<file path="config.mk">
export PLATFORM = sky130hd
export DESIGN_NAME = fetch_unit
export DESIGN_NICKNAME = d
export VERILOG_FILES = /design/src/rtl/fetch_unit_pkg.sv /design/src/rtl/fetch_fifo.sv /design/src/rtl/fetch_unit.sv
export SDC_FILE = /design/constraint.sdc
export NUM_CORES = 1
export LEC_CHECK = 0
export CAP_MARGIN = 15
export CORE_ASPECT_RATIO = 0.75
export CORE_UTILIZATION = 46
export CTS_CLUSTER_SIZE = 12
export DETAILED_ROUTE_END_ITERATION = 6
export GPL_TIMING_DRIVEN = 0
export HOLD_SLACK_MARGIN = 0.08
export MAX_ROUTING_LAYER = met4
export PLACE_DENSITY_LB_ADDON = 0.12
export REMOVE_ABC_BUFFERS = 1
export SLEW_MARGIN = 20
export SYNTH_ARGS = -nofsm -noshare
export SYNTH_HDL_FRONTEND = slang
export SYNTH_SLANG_ARGS = --single-unit
</file>
<file path="constraint.sdc">
create_clock -name clk -period 13.5 [get_ports clk]
set_clock_uncertainty 0.15 [all_clocks]
set_input_delay 2.025 -clock clk [delete_from_list [all_inputs] [get_ports clk]]
set_output_delay 2.025 -clock clk [all_outputs]
set_load 0.03 [all_outputs]
</file>
<file path="src/rtl/fetch_unit_pkg.sv">
// fetch_unit_pkg
// Constants shared by the instruction fetch stage and its output buffer:
// datapath width, default reset PC, instruction width and the NOP encoding
// used when inspecting the pipeline in a debugger.
`timescale 1ns/1ps
package fetch_unit_pkg;

    localparam int REG_WIDTH   = 32;
    localparam int INSTR_WIDTH = 32;

    localparam logic [REG_WIDTH-1:0]   RESET_PC_DEFAULT = 32'h0000_0000;
    localparam logic [INSTR_WIDTH-1:0] NOP_INSTR        = 32'h0000_0013;

    // Width of an occupancy counter able to hold 0..depth inclusive.
    function automatic int count_width(input int depth);
        return $clog2(depth) + 1;
    endfunction

endpackage

</file>
<file path="src/rtl/fetch_fifo.sv">
// fetch_fifo
// Small synchronous FIFO buffering fetched {pc, instr} pairs in front of
// decode. The head is presented combinationally; an empty FIFO presents
// all-zero data so the outputs are defined straight out of reset.
//
// Ports:
//   clk    in   system clock, rising edge
//   rst_n  in   asynchronous active-low reset
//   flush  in   drop all entries; wins over push and pop in the same cycle
//   push   in   write wdata at the tail
//   wdata  in   entry to write
//   pop    in   remove the head entry
//   rdata  out  head entry (zero when empty)
//   count  out  number of valid entries, 0..DEPTH
`timescale 1ns/1ps
module fetch_fifo
    import fetch_unit_pkg::*;
#(
    parameter int WIDTH = 64,
    parameter int DEPTH = 2
) (
    input  logic                          clk,
    input  logic                          rst_n,
    input  logic                          flush,
    input  logic                          push,
    input  logic [WIDTH-1:0]              wdata,
    input  logic                          pop,
    output logic [WIDTH-1:0]              rdata,
    output logic [count_width(DEPTH)-1:0] count
);

    localparam int AW = $clog2(DEPTH);
    localparam int CW = count_width(DEPTH);

    logic [WIDTH-1:0] mem [DEPTH];
    logic [AW-1:0]    wr_ptr_reg;
    logic [AW-1:0]    rd_ptr_reg;
    logic [CW-1:0]    count_reg;
    logic             do_push;
    logic             do_pop;

    // Guards keep the pointers coherent even if a caller misbehaves.
    assign do_push = push & ~flush & (count_reg != CW'(DEPTH));
    assign do_pop  = pop  & ~flush & (count_reg != '0);

    // Storage carries no reset; the empty gate on rdata hides stale words.
    always_ff @(posedge clk) begin
        if (do_push) begin
            mem[wr_ptr_reg] <= wdata;
        end
    end

    // DEPTH is a power of two, so the pointers wrap naturally.
    always_ff @(posedge clk or negedge rst_n) begin
        if (!rst_n) begin
            wr_ptr_reg <= '0;
            rd_ptr_reg <= '0;
            count_reg  <= '0;
        end else if (flush) begin
            wr_ptr_reg <= '0;
            rd_ptr_reg <= '0;
            count_reg  <= '0;
        end else begin
            if (do_push) begin
                wr_ptr_reg <= wr_ptr_reg + 1'b1;
            end
            if (do_pop) begin
                rd_ptr_reg <= rd_ptr_reg + 1'b1;
            end
            case ({do_push, do_pop})
                2'b10:   count_reg <= count_reg + 1'b1;
                2'b01:   count_reg <= count_reg - 1'b1;
                default: count_reg <= count_reg;
            endcase
        end
    end

    assign rdata = (count_reg == '0) ? '0 : mem[rd_ptr_reg];
    assign count = count_reg;

endmodule

</file>
<file path="src/rtl/fetch_unit.sv">
// fetch_unit
// Instruction fetch stage in front of a synchronous instruction memory with
// one cycle of read latency. Holds the fetch PC, issues word addresses,
// captures the returning word one edge later and buffers {pc, instr} pairs
// for decode behind a valid/ready handshake. A redirect flushes the buffer
// and drops any in-flight response.
//
// Ports:
//   clk             in   system clock, rising edge
//   rst_n           in   asynchronous active-low reset
//   iaddr           out  word address to memory (fetch_pc >> 2)
//   idata           in   memory read data, valid the cycle after iaddr sampled
//   fetch_en        in   0 = issue no new requests (in-flight still completes)
//   redirect_valid  in   single-cycle redirect request
//   redirect_pc     in   redirect target byte address, bits [1:0] ignored
//   instr_valid     out  buffer head valid
//   instr_ready     in   decode accepts the head
//   instr           out  instruction word at the head
//   instr_pc        out  byte PC of the head
`timescale 1ns/1ps
module fetch_unit
    import fetch_unit_pkg::*;
#(
    parameter int                  REG_SIZE   = REG_WIDTH,
    parameter logic [REG_SIZE-1:0] RESET_PC   = RESET_PC_DEFAULT,
    parameter int                  FIFO_DEPTH = 2
) (
    input  logic                clk,
    input  logic                rst_n,
    output logic [REG_SIZE-1:0] iaddr,
    input  logic [REG_SIZE-1:0] idata,
    input  logic                fetch_en,
    input  logic                redirect_valid,
    input  logic [REG_SIZE-1:0] redirect_pc,
    output logic                instr_valid,
    input  logic                instr_ready,
    output logic [REG_SIZE-1:0] instr,
    output logic [REG_SIZE-1:0] instr_pc
);

    localparam int CW = count_width(FIFO_DEPTH);

    logic [REG_SIZE-1:0]   fetch_pc_reg;
    logic [REG_SIZE-1:0]   req_pc_reg;
    logic                  inflight_reg;

    logic [CW-1:0]         fifo_count;
    logic [2*REG_SIZE-1:0] fifo_head;
    logic                  pop;
    logic                  fifo_pop;
    logic                  push;
    logic                  issue;
    logic [CW:0]           occupancy;

    assign pop = instr_valid & instr_ready;

    // Slots already claimed once this edge's pop is taken into account.
    // Issuing only while this is below the depth means every response that
    // comes back one edge later always has room in the buffer.
    assign occupancy = {1'b0, fifo_count}
                     + {{CW{1'b0}}, inflight_reg}
                     - {{CW{1'b0}}, pop};

    assign issue    = fetch_en & ~redirect_valid & (occupancy < (CW+1)'(FIFO_DEPTH));
    assign push     = inflight_reg & ~redirect_valid;
    // A handshake during a redirect is still consumed by decode; the flush
    // clears the buffer regardless, so the pop itself is simply dropped.
    assign fifo_pop = pop & ~redirect_valid;

    always_ff @(posedge clk or negedge rst_n) begin
        if (!rst_n) begin
            fetch_pc_reg <= RESET_PC;
            req_pc_reg   <= '0;
            inflight_reg <= 1'b0;
        end else if (redirect_valid) begin
            fetch_pc_reg <= redirect_pc & ~REG_SIZE'(3);
            inflight_reg <= 1'b0;
        end else begin
            inflight_reg <= issue;
            if (issue) begin
                req_pc_reg   <= fetch_pc_reg;
                fetch_pc_reg <= fetch_pc_reg + REG_SIZE'(4);
            end
        end
    end

    fetch_fifo #(
        .WIDTH (2*REG_SIZE),
        .DEPTH (FIFO_DEPTH)
    ) u_fifo (
        .clk   (clk),
        .rst_n (rst_n),
        .flush (redirect_valid),
        .push  (push),
        .wdata ({req_pc_reg, idata}),
        .pop   (fifo_pop),
        .rdata (fifo_head),
        .count (fifo_count)
    );

    assign iaddr       = fetch_pc_reg >> 2;
    assign instr_valid = (fifo_count != '0);
    assign instr       = fifo_head[REG_SIZE-1:0];
    assign instr_pc    = fifo_head[2*REG_SIZE-1:REG_SIZE];

endmodule

</file>
Word-level counts from Yosys, hierarchy flattened
Memory sizes are Yosys's and may differ from the RTL's.
Index checks and enable logic that the tools add are counted.
- add/sub/neg operators: 7
- reductions and logical operators: 7
- mux-type cells: 12
- magnitude comparators: 1
- bitwise operators: 10
- equal/unequal tests: 3
- operators with widths (kind ; count):
    two-way mux 32 bit ; 2
    two-way mux 64 bit ; 1
    adder 32 x 3 -> 32 bit, second input constant ; 1
    bitwise AND 1 bit ; 9
    nonzero test 2 bit ; 4
    two-way mux 1 bit ; 7
    one-hot mux 2 bit (2 select lines) ; 1
    adder 2 x 1 -> 3 bit ; 1
    less-than comparator 3 x 2 -> 1 bit, second input constant ; 1
    nonzero test 3 bit ; 1
    subtractor 3 x 1 -> 3 bit ; 1
    adder 1 bit, second input constant ; 2
    adder 2 x 1 -> 2 bit, second input constant ; 1
    == test 2 x 1 -> 1 bit, second input constant ; 1
    == test 2 bit, second input constant ; 1
    logical NOT 2 bit ; 1
    two-way mux 2 bit ; 1
    != test 2 bit, second input constant ; 1
    AND reduction 2 bit ; 1
    subtractor 2 x 1 -> 2 bit, second input constant ; 1
    NOT 1 bit ; 1
- memory bits (writable): 128
- flip-flop bits (word level): 69
- input bits: 69
- logic and storage cells: 47
- output and inout port bits: 97
- memories kept: 1
- memories (name ; words ; width ; rd ports ; clocked after Yosys merged registers in ; wr ports ; line ; text):
    u_fifo.mem ; 2 ; 64 ; 1 ; 0 ; 1 ; fetch_fifo.sv:35 ; logic [WIDTH-1:0] mem [DEPTH];

Longest topological paths before layout
- depth after elaboration: 8
- gate-level depth with buffers: 12
- mapped depth without buffers: 10

Cells and area by module
Synthesis repeated with hierarchy kept, for this count alone.
- cells, all modules: 636
- area total of the unflattened synthesis: 8071.5 µm²
- modules (own cells, without submodules) (module ; cells an instance ; area each (µm²) ; instances ; sequential area each (µm²)):
    fetch_fifo ; 296 ; 5031.1 ; 1 ; 3943.8
    fetch_unit ; 340 ; 3040.4 ; 1 ; 1526.5

Worst setup path before layout
Ideal clock, no wire load.
- kind: input-to-reg
- start: in redirect_valid
- end: mem u_fifo.mem[1][0] (enable)
- arrival time: 6.996 ns
- slack: 5.783 ns
- data required time: 12.779 ns
- path buffers: 2
- library setup time: 0.571 ns
- stages: 3
- path through: clkbuf_1 clkbuf_1 nor3b_1
- word-level cells in the longest chain between the ends: 6
- ends and longest elaborated chain (item ; line ; text):
    start, declared ; fetch_unit.sv:33 ; input logic redirect_valid,
    NOT 1 bit (no source line) * ; n/a ;
    bitwise AND 1 bit ; fetch_unit.sv:65 ; assign push = inflight_reg & ~redirect_valid;
    bitwise AND 1 bit * (2 in series) ; fetch_fifo.sv:43 ; assign do_push = push & ~flush & (count_reg != CW'(DEPTH));
    two-way mux 1 bit * ; fetch_fifo.sv:48 ; if (do_push) begin
    two-way mux 1 bit (implied by the code) * ; fetch_fifo.sv:49 ; mem[wr_ptr_reg] <= wdata;
    end, declared ; fetch_fifo.sv:35 ;
Every way passes the cells marked *; elsewhere a longest branch is shown, timed or not.

Worst setup path in the final report
- start: in instr_ready
- end: reg fetch_pc_reg[25]
- word-level cells in the longest chain between the ends: 5
- ends and longest elaborated chain (item ; line ; text):
    start, declared ; fetch_unit.sv:36 ; input logic instr_ready,
    bitwise AND 1 bit ; fetch_unit.sv:55 ; assign pop = instr_valid & instr_ready;
    subtractor 3 x 1 -> 3 bit ; fetch_unit.sv:62 ; - {{CW{1'b0}}, pop};
    less-than comparator 3 x 2 -> 1 bit ; fetch_unit.sv:64 ; assign issue = fetch_en & ~redirect_valid & (occupancy < (CW+1)'(FIFO_DEPTH));
    bitwise AND 1 bit ; fetch_unit.sv:64 ;
    nonzero test 2 bit (no source line) ; n/a ;
    end signal, assigned ; fetch_unit.sv:76 ; fetch_pc_reg <= redirect_pc & ~REG_SIZE'(3);
    end signal, assigned ; fetch_unit.sv:82 ; fetch_pc_reg <= fetch_pc_reg + REG_SIZE'(4);
    end, declared ; fetch_unit.sv:43 ; logic [REG_SIZE-1:0] fetch_pc_reg;
Every way passes these cells.
A chain may end at the register's enable or synchronous reset.

==> impl_results.md <==
- Outcome: completed
- Die Footprint: ~0.018 mm2
- Hold-fix buffers, CTS: 0
- Startpoint types: input port
- Seq cells post-synth: 189
- Crit share post-route: approximately 40%
- Area Growth Syn to Fin: 32.0%
- Share of layout cells above drive strength 1: roughly an eighth
- Root Driver: clkbuf_16
- Pwr Density: between 100 and 150 mW/mm2
- CP Max Fanout: 18
- Final WL: approximately 17 mm
- Hold violation total from the final report: 0
- Max clock buf depth: 2
- Top cell type by total area after synthesis: edfxtp_1
- Post-Syn Area: 0.00796 mm2
- Non-Filler Instances: just under 1,000
- Pin count of the biggest net entering global routing: 50
- Crit path time final: ~5.3 ns
- Largest register FFs: around 120
- Fillers: approximately 1,300
- Antenna Nets Post-Route: 0
- Post-synthesis sequential area ratio: roughly 67%
- Number of I/O port buffers: between 150 and 200
- Avg Cell Area, Syn: approximately 14 um2
- Fmax: between 150 and 200 MHz
- RSZ-0062 raised after global routing: false
- DIE WIDTH: 154 um
- Aggregate global-route resource usage: between 20% and 30%
- Post-CTS Setup Inserts: 0
- Dpl ws: ~7.7 ns
- DR WL/cell: 17.7 um
- CP top delay family: simple AND/OR/NAND/NOR gates
- DRT iter0 DRCs: around 320
- GR Overflow Total: 0
- DRT Pass-1 Iters: 5
- First-pass GRT wire length: ~28 mm
- Max-slew headroom: 36.5%
- Worst VDD drop: around 92 uV
- Synthesized instance count: roughly 580
- Via count: 5,240
- Final #Nets: 827
- Critical path class: in2reg
- CP bufs+invs: 1
- Worst Path Required: ~14 ns
- Antenna violations before repair: 0
- Post-CTS sizing: 0
- TritonCTS Sinks: 189
- Via/cell ratio: around 5.3
- N_diodes: 0
- Std cell rows: 41
- DPL Wire Length: ~12 mm
- Max capacitance violation total: 0
- Finish-stage setup viols: 0
- FFs w/ async S/R, synth: 34.4%
- Setup WS post-layout: around 8.2 ns
- CTS tree: yes
- DRC: 0
- Worst-Skew Late Latency: about 0.42 ns
- Actual slew at the worst max-slew pin: around 0.95 ns
- Largest cells by area after synthesis: edfxtp_1 (47%), dfrtp_1 (20%), mux2i_1 (8.1%)
- Crit-path cells: clkdlybuf4s50_1 -> and2_1 -> ha_1 -> nand2b_1 -> fa_1 -> xnor2_1 -> nand3_2 -> or4_1 -> o211ai_1
- Leakage: between 3 and 4 nW
- Distinct cells, synth: between 40 and 50
- I/O Pins: around 170
- YS warnings: 0
- Die H: about 120 um
- Post-synth EDFFs: between 100 and 150
- Aggregate negative setup slack: 0 ns
- Slowest stage cell on the critical path: or4_1
- Slowest stage delay, CP: about 0.70 ns
- Max-slew violations: 0
- Ys flop type: edfxtp_1
- Data arrival, critical path: 5.54 ns
- Core area: around 0.017 mm2
- Worst min-delay path category: reg2reg
- CTS clk-pin slew, worst paths: 0.07 ns
- Vias in the first global route: roughly 5,200
- Worst setup EP type: flip-flop
- H-Tree Level Count: 4
- CTS Buf Count: 17
- Fin util: 62.2%
- Placer Congestion: 0.785
- Placed cell count: roughly 950
- Area share of the largest cell type after synthesis: a little under half
- Initial core utilization: between 40 and 50%
- WHS: 0.310 ns
## power breakdown
part           leakage [nW]  switching, mW  internal [mW]  total [mW]
Clock                 0.256          0.212          0.236       0.449
Sequential             1.88         0.0440          0.686       0.730
Combinational          1.49          0.125          0.114       0.239
Total                  3.63          0.382           1.04        1.42
## cell usage after synthesis (all sizes together), types with 9 or more instances
cell type and n:
edfxtp 124, mux2i 64, mux2 30, nand3 21, nor2 87, xnor2 9
o21ai 16, or4 13, a31oi 16, clkbuf 24, dfrtp 65, nand4 10
nand2 24, o31ai 9
## path summary, 6_finish.rpt
check / depth (start not counted) / slack, ns / end / startpoint
worst max-delay path: 9 / 8.15 / fetch_pc_reg[25]$_DFFE_PN0P_ / instr_ready
worst min-delay path: 0 / 0.31 / u_fifo.mem[0][45]$_DFFE_PP_ / req_pc_reg[13]$_DFFE_PN0P_
worst max register to register: 10 / 9.11 / fetch_pc_reg[25]$_DFFE_PN0P_ / u_fifo.count[1]$_DFFE_PN0P_
worst min register to register: 0 / 0.31 / u_fifo.mem[0][45]$_DFFE_PP_ / req_pc_reg[13]$_DFFE_PN0P_
max in group asynchronous: 2 / 11.35 / fetch_pc_reg[14]$_DFFE_PN0P_ / rst_n
min in group asynchronous: 1 / 1.32 / req_pc_reg[27]$_DFFE_PN0P_ / rst_n
## cells by family (layout without fill, tap and decap cells)
logic type                 after synthesis  count (layout)  synth area share [%]
buffers and inverters                   37             218                  2.12
and+or+nand+nor                        195             195                  11.8
other                                    1               4                0.0471
muxes                                   94              94                  12.3
xor gates and xnor gates                12              12                  1.56
DFF                                    189             189                  67.3
AOI/OAI and AO/OA                       53              53                  4.31
adders and majority gates                3               3                 0.566
## layout make-up
type	count	area (um2)	share of cell area, %
Multi-Input combinational cell	361	2480	23.6
Clock buffer	19	433	4.12
Inverter	6	22.5	0.214
Clock inverter	13	91.3	0.870
Timing Repair Buffer	180	1860	17.7
Tap cell	215	269	2.56
Sequential cell	189	5350	51.0
## metal layers
| layer | GRT usage [%] | vias to the layer above | wire, um |
|---|---|---|---|
| met5 | - | - | 0 |
| met2 | 33.1 | 142 | 8080 |
| met1 | 28.5 | 2579 | 8230 |
| li1 | - | 2510 | - |
| met3 | 5.65 | 9 | 870 |
| met4 | 5.00 | 0 | 185 |
## layout by cell type (no fill, tap or decap), types with 5 or more instances in the layout
cell / count
o31ai_1: 9
dfrtp_1: 64
nor4_1: 6
buf_16: 5
inv_1: 6
clkbuf_16: 17
xnor2_1: 9
or4_1: 12
nor2_1: 86
clkdlybuf4s50_1: 157
buf_4: 13
nand2_1: 24
nand3_1: 20
nand4_1: 10
edfxtp_1: 124
a31oi_1: 16
mux2i_1: 64
mux2_2: 30
and3_1: 5
o21ai_0: 16
## stage by stage
stage                     area, um2  total power, mW
final                         10500             1.42
after global routing          10500             1.48
after CTS                     10500             1.43
after detailed placement       9970            0.984
after global placement         9680            0.972
after floorplan                7820            0.869
Note: power is estimated with default switching activity, not from simulation.
